[src/rtl/tdc_edge_decoder_pipe.sv]
// Pipelined TDC thermometer edge decoder: capture, match-mask, encode.
// Ports: clk, rst (sync active-low), go, wDecodeIn -> busy, finished, positions, count, flags.
module tdc_edge_decoder_pipe #(
  parameter int NUM_TAPS   = 36,
  parameter int NUM_DECODE = 8,
  parameter int WIN        = 4,
  parameter int FALLING    = 0,
  parameter int MODE       = 0
) (
  input  logic                  clk,
  input  logic                  rst,
  input  logic                  go,
  input  logic [NUM_TAPS-1:0]   wDecodeIn,
  output logic                  busy,
  output logic                  finished,
  output logic [NUM_DECODE-1:0] wDecodeOut,
  output logic [NUM_DECODE-1:0] first_pos,
  output logic [NUM_DECODE-1:0] last_pos,
  output logic [NUM_DECODE-1:0] edge_count,
  output logic                  no_edge,
  output logic                  multi_edge,
  output logic                  overrun
);

  localparam int   M   = NUM_TAPS - WIN;
  localparam int   ND  = NUM_DECODE;
  localparam int   CW  = NUM_DECODE + 1;
  // Level expected in the confirming taps; edge tap is the opposite.
  localparam logic POL = (FALLING != 0);

  typedef enum logic [1:0] {
    S_IDLE   = 2'd0,
    S_DETECT = 2'd1,
    S_ENCODE = 2'd2
  } state_t;

  state_t              state_q, state_d;
  logic [NUM_TAPS-1:0] snap_q, snap_d;
  logic [M-1:0]        mask_q, mask_d;
  logic                busy_q, busy_d;
  logic                fin_q, fin_d;
  logic [ND-1:0]       out_q, out_d;
  logic [ND-1:0]       first_q, first_d;
  logic [ND-1:0]       last_q, last_d;
  logic [ND-1:0]       cnt_q, cnt_d;
  logic                none_q, none_d;
  logic                multi_q, multi_d;
  logic                ovr_q, ovr_d;

  logic [M-1:0]  match;
  logic [ND-1:0] first_c, last_c, cnt_sat, mid_c, sel_c;
  logic [CW-1:0] cnt_c, sum_c;

  always_comb begin
    match = '0;
    for (int i = 0; i < M; i++) begin
      match[i] = (snap_q[i] != POL);
      for (int k = 1; k <= WIN; k++) begin
        match[i] = match[i] & (snap_q[i+k] == POL);
      end
    end
  end

  always_comb begin
    first_c = '0;
    last_c  = '0;
    cnt_c   = '0;
    for (int i = M - 1; i >= 0; i--) begin
      if (mask_q[i]) first_c = ND'(i + 1);
    end
    for (int i = 0; i < M; i++) begin
      if (mask_q[i]) begin
        last_c = ND'(i + 1);
        cnt_c  = cnt_c + CW'(1);
      end
    end
  end

  assign cnt_sat = cnt_c[ND] ? '1 : cnt_c[ND-1:0];
  assign sum_c   = {1'b0, first_c} + {1'b0, last_c};
  assign mid_c   = ND'(sum_c >> 1);

  always_comb begin
    sel_c = last_c;
    if (MODE == 1) sel_c = first_c;
    if (MODE == 2) sel_c = mid_c;
  end

  always_comb begin
    state_d = state_q;
    snap_d  = snap_q;
    mask_d  = mask_q;
    busy_d  = busy_q;
    fin_d   = 1'b0;
    out_d   = out_q;
    first_d = first_q;
    last_d  = last_q;
    cnt_d   = cnt_q;
    none_d  = none_q;
    multi_d = multi_q;
    ovr_d   = ovr_q;
    unique case (state_q)
      S_IDLE: begin
        if (go) begin
          snap_d  = wDecodeIn;
          busy_d  = 1'b1;
          state_d = S_DETECT;
        end
      end
      S_DETECT: begin
        if (go) ovr_d = 1'b1;
        mask_d  = match;
        state_d = S_ENCODE;
      end
      S_ENCODE: begin
        if (go) ovr_d = 1'b1;
        first_d = first_c;
        last_d  = last_c;
        cnt_d   = cnt_sat;
        out_d   = sel_c;
        none_d  = (cnt_c == '0);
        multi_d = (cnt_c >= CW'(2));
        fin_d   = 1'b1;
        busy_d  = 1'b0;
        state_d = S_IDLE;
      end
      default: begin
        busy_d  = 1'b0;
        state_d = S_IDLE;
      end
    endcase
  end

  always_ff @(posedge clk) begin
    if (!rst) begin
      state_q <= S_IDLE;
      snap_q  <= '0;
      mask_q  <= '0;
      busy_q  <= 1'b0;
      fin_q   <= 1'b0;
      out_q   <= '0;
      first_q <= '0;
      last_q  <= '0;
      cnt_q   <= '0;
      none_q  <= 1'b0;
      multi_q <= 1'b0;
      ovr_q   <= 1'b0;
    end else begin
      state_q <= state_d;
      snap_q  <= snap_d;
      mask_q  <= mask_d;
      busy_q  <= busy_d;
      fin_q   <= fin_d;
      out_q   <= out_d;
      first_q <= first_d;
      last_q  <= last_d;
      cnt_q   <= cnt_d;
      none_q  <= none_d;
      multi_q <= multi_d;
      ovr_q   <= ovr_d;
    end
  end

  assign busy       = busy_q;
  assign finished   = fin_q;
  assign wDecodeOut = out_q;
  assign first_pos  = first_q;
  assign last_pos   = last_q;
  assign edge_count = cnt_q;
  assign no_edge    = none_q;
  assign multi_edge = multi_q;
  assign overrun    = ovr_q;

endmodule

[config.mk]
export PLATFORM = sky130hd
export DESIGN_NAME = tdc_edge_decoder_pipe
export DESIGN_NICKNAME = d
export VERILOG_FILES = /design/src/rtl/tdc_edge_decoder_pipe.sv
export SDC_FILE = /design/constraint.sdc
export NUM_CORES = 1
export LEC_CHECK = 0
export ABC_AREA = 0
export CAP_MARGIN = 20
export CORE_MARGIN = 2
export CORE_UTILIZATION = 60
export DETAILED_ROUTE_END_ITERATION = 7
export PLACE_DENSITY = 0.81
export SLEW_MARGIN = 20
export SYNTH_ARGS = -nofsm -noshare
export SYNTH_HDL_FRONTEND = slang
export SYNTH_SLANG_ARGS = --single-unit
[constraint.sdc]
create_clock -name clk -period 32.3 [get_ports clk]
set_input_delay 4.845 -clock clk [delete_from_list [all_inputs] [get_ports clk]]
set_output_delay 4.845 -clock clk [all_outputs]
set_load 0.03 [all_outputs]
# Word level (Yosys, flattened, before mapping)
# Index checks and enable logic that the tools add are counted.
dict set report word_totals {
  romBits 0
  elab_cells 318
  latchBits 0
  mem_count 0
  in_bits 39
  mem_bits_rw 0
  ff_bits 99
}
dict set report classes {
  n_div 0
  n_shift 0
  multipliers 0
  addsub 31
  mux 102
  reduce_logical 6
  order_cmp 1
  n_bitwise 164
  n_eq_ne 3
}
# operator n
set op_table {}
lappend op_table {{8-bit 2-to-1 mux} 63}
lappend op_table {{9-bit by 1-bit adder with 9-bit output (second input constant)} 31}
lappend op_table {{9-bit 2-to-1 mux} 31}
lappend op_table {{1-bit AND} 128}
lappend op_table {{1-bit inverter} 36}
lappend op_table {{9-bit by 2-bit >= comparator with 1-bit output (second input constant)} 1}
lappend op_table {{9-bit logical NOT} 1}
lappend op_table {{6-bit 2-to-1 mux} 1}
lappend op_table {{2-bit AND reduction} 3}
lappend op_table {{1-bit 2-to-1 mux} 4}
lappend op_table {{2-bit case mux with 2 select lines} 1}
lappend op_table {{2-bit by 1-bit == test with 1-bit output (second input constant)} 1}
lappend op_table {{2-bit == test (second input constant)} 1}
lappend op_table {{2-bit logical NOT} 1}
lappend op_table {{2-bit 2-to-1 mux} 1}
lappend op_table {{2-bit != test (second input constant)} 1}
lappend op_table {{1-bit case mux with 2 select lines} 1}
lappend op_table {{2-bit OR reduction} 1}

# Logic depth before layout (Yosys ltp)
# Gate-level depths: netlist of run 1.
dict set report depth {
  depth_word 64
  depth_mapped 92
}

# Worst setup path after synthesis of run 1
# Ideal clock, no wire load.
dict set report synth_path {
  path_kind {register to register}
  from {reg mask_q[1]}
  to {reg none_q (netlist: no_edge)}
  setup_slack_ns 16.028
  period_less_slack_ns 16.272
  path_buffers 1
  path_stages_with_launch 90
  arrival_ns 16.202
  setup_time_ns 0.070
  path_cell_list {dfxtp_1 inv_1 ha_1 xnor2_4 inv_1 ha_1 nand2b_1 o211ai_1 a21o_1 a31oi_1 ha_1 and2_1 a21o_1 ha_1 nor2b_1 nor2_1 ha_1 and2_1 [... 54 more ...] nand2_1 o21ai_0 ha_1 mux2_2 ha_1 mux2_2 ha_1 nand2_1 nor2_1 nand2_1 nor2_1 and2_1 o2bb2ai_1 a221oi_2 o21a_1 buf_4 nand4_1 a21boi_1}
}
dict set report synth_between {
  elab_chain_len 62
}
# item line_no
set synth_lines {}
lappend synth_lines {{from (decl)} 39} ;# logic [M-1:0] mask_q, mask_d;
lappend synth_lines {{from (signal assigned)} 151} ;# mask_q <= mask_d;
lappend synth_lines {{9-bit 2-to-1 mux *} 72} ;# if (mask_q[i]) begin
lappend synth_lines {{9-bit by 1-bit adder with 9-bit output} 74} ;# cnt_c = cnt_c + CW'(1);
lappend synth_lines {{9-bit 2-to-1 mux *} 72}
lappend synth_lines {{9-bit by 1-bit adder with 9-bit output} 74}
lappend synth_lines {{9-bit 2-to-1 mux *} 72}
lappend synth_lines {{9-bit by 1-bit adder with 9-bit output} 74}
lappend synth_lines {{9-bit 2-to-1 mux *} 72}
lappend synth_lines {{9-bit by 1-bit adder with 9-bit output} 74}
lappend synth_lines {{[... 46 more ...]} n/a}
lappend synth_lines {{9-bit 2-to-1 mux *} 72}
lappend synth_lines {{9-bit by 1-bit adder with 9-bit output} 74}
lappend synth_lines {{9-bit 2-to-1 mux *} 72}
lappend synth_lines {{9-bit by 1-bit adder with 9-bit output} 74}
lappend synth_lines {{9-bit 2-to-1 mux *} 72}
lappend synth_lines {{9-bit by 1-bit adder with 9-bit output} 74}
lappend synth_lines {{9-bit 2-to-1 mux *} 72}
lappend synth_lines {{9-bit logical NOT *} 121} ;# none_d = (cnt_c == '0);
lappend synth_lines {{to (signal assigned)} 158} ;# none_q <= none_d;
lappend synth_lines {{to (decl)} 46} ;# logic none_q, none_d;
# Mark *: on every way between the ends. The rest lies on a longest branch, timed or not.
# A chain may end at the register's enable or synchronous reset.

# Final worst setup path of run 1
# Same ends and word-level chain as after synthesis.

==> results of run 1 <==
## sequential cells by signal (all words and copies together) (netlist names), 2 cells and up
name	cells
edge_count	8
first_pos	6
mask_q	32
snap_q	36
state_q	2
wDecodeOut	6
## stage by stage
stage	power (mW)	hold slack (ps)	worst slack (ps)	area, µm²
final	0.3661	468.3	13700	11120
after global routing	0.3896	494.1	11850	11120
after CTS	0.3673	469.0	13840	11120
after detailed placement	0.2569	459.8	13930	10800
after global placement	0.2529	454.8	14760	10800
after floorplan	0.2301	443.1	16030	10220
## power groups by stage
stage          clock (mW)  combinational [mW]  sequential [mW]
2_1_floorplan           0              0.0977            0.132
3_3_place_gp            0               0.120            0.133
3_5_place_dp            0               0.124            0.133
4_1_cts             0.111               0.126            0.130
5_1_grt             0.116               0.142            0.131
6_report            0.110               0.126            0.130
## logic make-up after synthesis
kind of cell | share of synthesized area
simple gates | 0.2583
compound gates | 0.2301
xor+xnor | 0.1924
buf+inv | 0.05704
flops | 0.1864
fa+ha+maj | 0.04857
mux | 0.02674
other cells | 0.0003676
## worst max-delay path: cells and delay by family (launching register included)
kind                       cells  cell delay [ps]
and+or+nand+nor               23             3040
adders and majority gates     20             6390
AOI/OAI and AO/OA             25             4870
xor gates and xnor gates       8             1710
DFF                            1              440
muxes                          8             1680
buffers and inverters          4              360
## cell usage after synthesis, types with 18 or more instances
cell      count  share of area
mux2i_1      18          0.018
nor3_1       27          0.013
nor2_1      105          0.039
o21ai_0      58          0.028
nand2_1     201          0.074
clkbuf_1     50          0.018
nand3_1      41          0.020
inv_1        46          0.017
ha_1         38          0.047
xnor2_1      85          0.073
nand2b_1     26          0.016
a21oi_1      67          0.033
xor2_1       47          0.040
dfxtp_1      95           0.19
and2_1       27          0.017
a21boi_0     58          0.043
nand4_1      28          0.017
nor2b_1      35          0.021
## cell type report
class | instances | area [µm²] | area share
Clock inverter | 7 | 88.84 | 0.007987
Inverter | 50 | 190.2 | 0.01710
Sequential cell | 95 | 1902 | 0.1710
Multi-Input combinational cell | 1128 | 7740 | 0.6959
Tap cell | 220 | 275.3 | 0.02475
Clock buffer | 9 | 225.2 | 0.02025
Timing Repair Buffer | 71 | 700.7 | 0.06300
## worst max path at each step
| stage | start | end | slack (ps) | cells after the start |
|---|---|---|---|---|
| floorplan | mask_q[1] | no_edge | 16030 | 89 |
| global placement | mask_q[1] | no_edge | 14760 | 88 |
| detailed placement | mask_q[1] | no_edge | 13930 | 88 |
| CTS | mask_q[1] | no_edge | 13840 | 88 |
| global route | mask_q[1] | no_edge | 11850 | 90 |
| finish | mask_q[1] | no_edge | 13700 | 88 |
## routing by layer
layer | up-vias | track usage
met5 | - | 0
met4 | 0 | 0.05789
met3 | 34 | 0.02494
met2 | 233 | 0.4544
met1 | 4421 | 0.3812
li1 | 4751 | -
==> metrics.csv, run 1 <==
stage,metric,value,unit
power,sequential share of power,0.356,
floorplanning,Row Count,47,
synth,number of synthesized flops with an enable pin,0,
power,Static Leak,4.185,nW
floorplanning,Die Width,134.4,µm
detailed_routing,Metal-1 WL,11.53,mm
clocking,CTS tree,done,
finish,Final Core Density,0.6707,
worst_setup_path,CP Data Arrival Time,18880,ps
power,Clk pwr share,0.300,
power,Comb pwr share,0.344,
clocking,hold buffer count at CTS,0,
detailed_routing,drt drc,0,
placed_design,Placed Cells,1564,
sta,Setup Skew,11.56,ps
detailed_routing,Max Used Layer,met4,
worst_setup_path,CP Launch Type,flip-flop,
finish,Final Net Count,1432,
hold_path,worst hold path cell count,2,
detailed_routing,DR pass1 iterations,5,
power,Sw Ratio,0.3518,
floorplanning,core footprint,0.01658,mm²
hold_path,hold_sp,snap_q[34],
placed_design,IO buf count,69,
clocking,Setup Buffers After CTS,0,
worst_setup_path,Crit path required time,32570,ps
power,Power Density,32.92,mW/mm²
detailed_routing,Final ANT Viol Nets,0,
detailed_routing,routed length per placed instance,15.27,µm
synth,Mean Syn Cell Area,7.562,µm²
detailed_routing,met3 wire length,1.058,mm
global_routing,total grt overflow,0,
synth,Netlist cell types,93,
sta,Slew @ Worst Pin,1008,ps
detailed_routing,Initial DRC Count,767,
detailed_routing,WL final,24.13,mm
synth,Yosys reg bits,95,
sta,max-slew violation count,0,
global_routing,vias in the first global route,8885,
hold_path,Hold Crit Class,reg2reg,
worst_setup_path,FF-to-FF path depth,88,
sta,Final Hold Fails,0,
worst_setup_path,worst r2r src,mask_q[1],
detailed_routing,vias per inst,5.974,
synth,"Async S/R FF share, synth",0,
worst_setup_path,R2R Setup Slk,13700,ps
power,Worst VDD drop,0.00003751,V
global_routing,GRT Total Usage,0.2713,
floorplanning,Die ar.,0.01806,mm²
synth,Syn. warnings,0,
sta,Setup Viol. Count Final,0,
worst_setup_path,CP Class,reg2reg,
sta,TNS Setup,0,ps
worst_setup_path,"Slowest-stage cell, CP",ha_1,
finish,most frequent cells in the layout,"nand2_1 (200), nor2_1 (105), dfxtp_1 (95), xnor2_1 (85), clkdlybuf4s50_1 (68)",
synth,register area share after synthesis,0.1864,
power,Power Internal,0.2373,mW
worst_setup_path,"Largest stage delay, worst path",600,ps
worst_setup_path,cell mode on critical path,ha_1,
clocking,CTS resizes,0,
synth,Syn Inst Count,1349,
global_routing,antenna violations before repair,0,
clocking,CTS Buf Count,9,
synth,most used flip-flop cell after synthesis,dfxtp_1,
placed_design,Final HPWL DP,18.23,mm
finish,Finished Layout Cells,1580,
finish,FILL cells,1419,
finish,area grow syn2layout,9.027,%
outcome,status,completed,
clocking,root buffer cell,clkbuf_16,
sta,fmax,0.05375,GHz
clocking,CTS Buffer Depth,2,
floorplanning,number of placed I/O pins,76,
clocking,clock insertion delay at the later pin of the skew report,350,ps
sta,RSZ-0062 raised after global routing,no,
floorplanning,Starting Density,0.6151,
clocking,clock slew at reported path FFs,70,ps
finish,"commonest non-fill, non-tap cell in the layout",nand2_1,
sta,Final min period,18600,ps
worst_setup_path,CP endpoint kind,flip-flop,
worst_setup_path,CP Max Fanout,13,
clocking,clk sink count,95,
detailed_routing,via count,9439,
global_routing,global-route wire length before repair,41.59,mm
power,Psw,0.1288,mW
floorplanning,Die H,134.4,µm
synth,Synth Cell Area,0.01020,mm²
finish,share of layout cells above drive strength 1,0.06103,
sta,Slew headroom,0.3233,
finish,# diodes,0,
sta,final worst-path cycle share,0.5760,
placed_design,GPL Wtd Cong,0.8721,
global_routing,largest net degree at the start of global routing,96,
worst_setup_path,R2R Path End,no_edge,
detailed_routing,met2 WL post-DR,11.22,mm
hold_path,hold path endpoint,snap_q[34],
flow_run,Max Cap Violations,0,
clocking,H-tree levels,3,
No activity file was read; power rests on OpenSTA's default activity.
==> run 2: changes to the inputs <==
- clock period: 32.3 -> 18 ns (I/O delays scaled with it)
==> metrics.csv, run 2 (same netlist as run 1, synthesis figures left out) <==
stage,metric,value,unit,change
outcome,status,completed,,
floorplanning,Die Width,134.4,µm,unchanged
worst_setup_path,CP endpoint kind,flip-flop,,
clocking,CTS tree,done,,
worst_setup_path,Worst setup startpoint,mask_q[0],,
finish,design area,0.01130,mm²,+1.6%
detailed_routing,drt drc,0,,unchanged
finish,most flop-heavy register,snap_q,,
worst_setup_path,"Largest stage delay, worst path",370,ps,-230 ps
worst_setup_path,R2R Setup Slk,1060,ps,-12630 ps
finish,share of layout cells above drive strength 1,0.08096,,+0.01993
hold_path,hold path endpoint,snap_q[34],,
detailed_routing,Initial DRC Count,676,,-12%
floorplanning,Starting Density,0.6151,,unchanged
worst_setup_path,CP Launch Type,flip-flop,,
power,Static Leak,4.240,nW,+1.3%
global_routing,met1 Usage GRT,0.3635,,-0.01771
global_routing,largest net degree at the start of global routing,96,,unchanged
sta,Setup Skew,11.77,ps,+0.2150 ps
sta,Slew headroom,0.3485,,+0.02523
global_routing,vias in the first global route,8646,,-2.7%
power,Power Density,58.23,mW/mm²,+77%
sta,TNS Setup,0,ps,unchanged
worst_setup_path,CP Data Arrival Time,17210,ps,-1670 ps
worst_setup_path,R2R Path End,no_edge,,
clocking,H-tree levels,3,,unchanged
floorplanning,Die ar.,0.01806,mm²,unchanged
clocking,root buffer cell,clkbuf_16,,
sta,max-slew violation count,0,,unchanged
flow_run,Max Cap Violations,0,,unchanged
floorplanning,Row Count,47,,unchanged
detailed_routing,Final ANT Viol Nets,0,,unchanged
worst_setup_path,"Slowest-stage cell, CP",dfxtp_2,,
finish,area grow syn2layout,10.74,%,
placed_design,placed cell area,0.01081,mm²,about the same
hold_path,hold_sp,snap_q[34],,
sta,Final min period,16940,ps,-1666 ps
detailed_routing,DR pass1 iterations,5,,unchanged
global_routing,total grt overflow,0,,unchanged
clocking,hold buffer count at CTS,0,,unchanged
placed_design,IO buf count,69,,unchanged
worst_setup_path,Crit path required time,18270,ps,-14300 ps
sta,fmax,0.05904,GHz,+9.8%
clocking,CTS Buf Count,9,,unchanged
placed_design,Placed Cells,1565,,+0.064%
global_routing,busiest grt layer,met2,,
sta,Fin Hold WS,468.3,ps,+0.05700 ps
finish,max FFs per register,36,,unchanged
power,Worst VDD drop,0.00007233,V,+93%
sta,Final Hold Fails,0,,unchanged
finish,most frequent cells in the layout,"nand2_1 (200), nor2_1 (103), dfxtp_1 (92), xnor2_1 (83), clkdlybuf4s50_1 (68)",,
hold_path,worst hold path cell count,2,,unchanged
global_routing,GRT Total Usage,0.2623,,-0.009030
sta,final worst-path cycle share,0.9410,,+0.3650
detailed_routing,routed length per placed instance,15.34,µm,+0.41%
detailed_routing,WL final,24.40,mm,+1.1%
power,Pwr Total,0.6579,mW,+80%
worst_setup_path,CP Class,reg2reg,,
hold_path,Hold Crit Class,reg2reg,,
clocking,clock slew at reported path FFs,70,ps,about the same
finish,"commonest non-fill, non-tap cell in the layout",nand2_1,,
finish,FILL cells,1424,,+0.35%
global_routing,global-route wire length before repair,40.16,mm,-3.4%
clocking,clock insertion delay at the later pin of the skew report,340,ps,about the same
worst_setup_path,cell mode on critical path,ha_1,,
global_routing,antenna violations before repair,0,,unchanged
detailed_routing,vias per inst,5.997,,+0.39%
finish,Final Net Count,1443,,+0.77%
placed_design,Final HPWL DP,18.05,mm,-0.95%
detailed_routing,via count,9542,,+1.1%
clocking,CTS Buffer Depth,2,,unchanged
worst_setup_path,CP Max Fanout,6,,-7
floorplanning,core footprint,0.01658,mm²,unchanged
sta,Setup Viol. Count Final,0,,unchanged
global_routing,Global Route met3 Usage,0.02872,,+0.003779
clocking,clk sink count,95,,unchanged
placed_design,GPL Wtd Cong,0.8784,,+0.72%
sta,Slew @ Worst Pin,970.2,ps,-37.58 ps
worst_setup_path,worst r2r src,mask_q[0],,
worst_setup_path,FF-to-FF path depth,89,,+1.1%
global_routing,met2 Use GR,0.4382,,-0.01616
finish,# diodes,0,,unchanged
floorplanning,Die H,134.4,µm,unchanged
finish,Finished Layout Cells,1591,,+0.70%
floorplanning,number of placed I/O pins,76,,unchanged
-- run 2: cell type report --
cell class	count	area, µm²	share of cell area
repair buffers	81	775.7	0.06867
clock buffers	10	239.0	0.02115
inverters	50	190.2	0.01683
well taps	220	275.3	0.02437
clock inverters	6	61.31	0.005427
multi-input cells	1129	7848	0.6946
flip-flops and latches	95	1908	0.1689
-- run 2: routing by layer --
metal | vias to the layer above | part of all wire
met5 | - | 0
met4 | 0 | 0.019
met3 | 45 | 0.046
met2 | 272 | 0.47
met1 | 4440 | 0.47
li1 | 4785 | -
-- run 2: how the worst max path moves through the flow --
stage	end	slack (ps)
CTS	no_edge	80
global route	no_edge	-70
global placement	no_edge	720
detailed placement	no_edge	-50
floorplan	no_edge	1730
finish	no_edge	1060
-- run 2: worst max-delay path: cells and delay by family, from the launching register on --
kind                     cells  cell delay, ps
adder cells (fa/ha/maj)     20            5970
AO/OA/AOI/OAI               25            3950
AND/OR/NAND/NOR             23            2870
multiplexers                 8            1700
XOR/XNOR                     8            1450
buffers and inverters        5             550
flip-flops                   1             370
-- run 2: per-stage QoR --
stage | worst slack [ps] | util
after global routing | -67.15 | 0.6812
after detailed placement | -54.14 | 0.6520
after floorplan | 1728 | -
after global placement | 720.8 | 0.6520
after CTS | 79.32 | 0.6707
final | 1062 | 0.6812
-- run 2: repair_timing --
action | CTS | global route
hold endpoints to repair | 0 | 0
resized for setup | 2 | 26
gates cloned | 0 | 1
setup buffers | 0 | 9
pin swaps | 0 | 11
endpoints found under the setup margin | 10 | 10
-- run 2: where the power goes --
part / switching, mW / leakage (nW) / total (mW) / internal (mW)
registers: 0.0135 / 0.775 / 0.234 / 0.220
logic: 0.135 / 3.32 / 0.237 / 0.102
clock network: 0.0865 / 0.144 / 0.187 / 0.101
total: 0.235 / 4.24 / 0.658 / 0.423
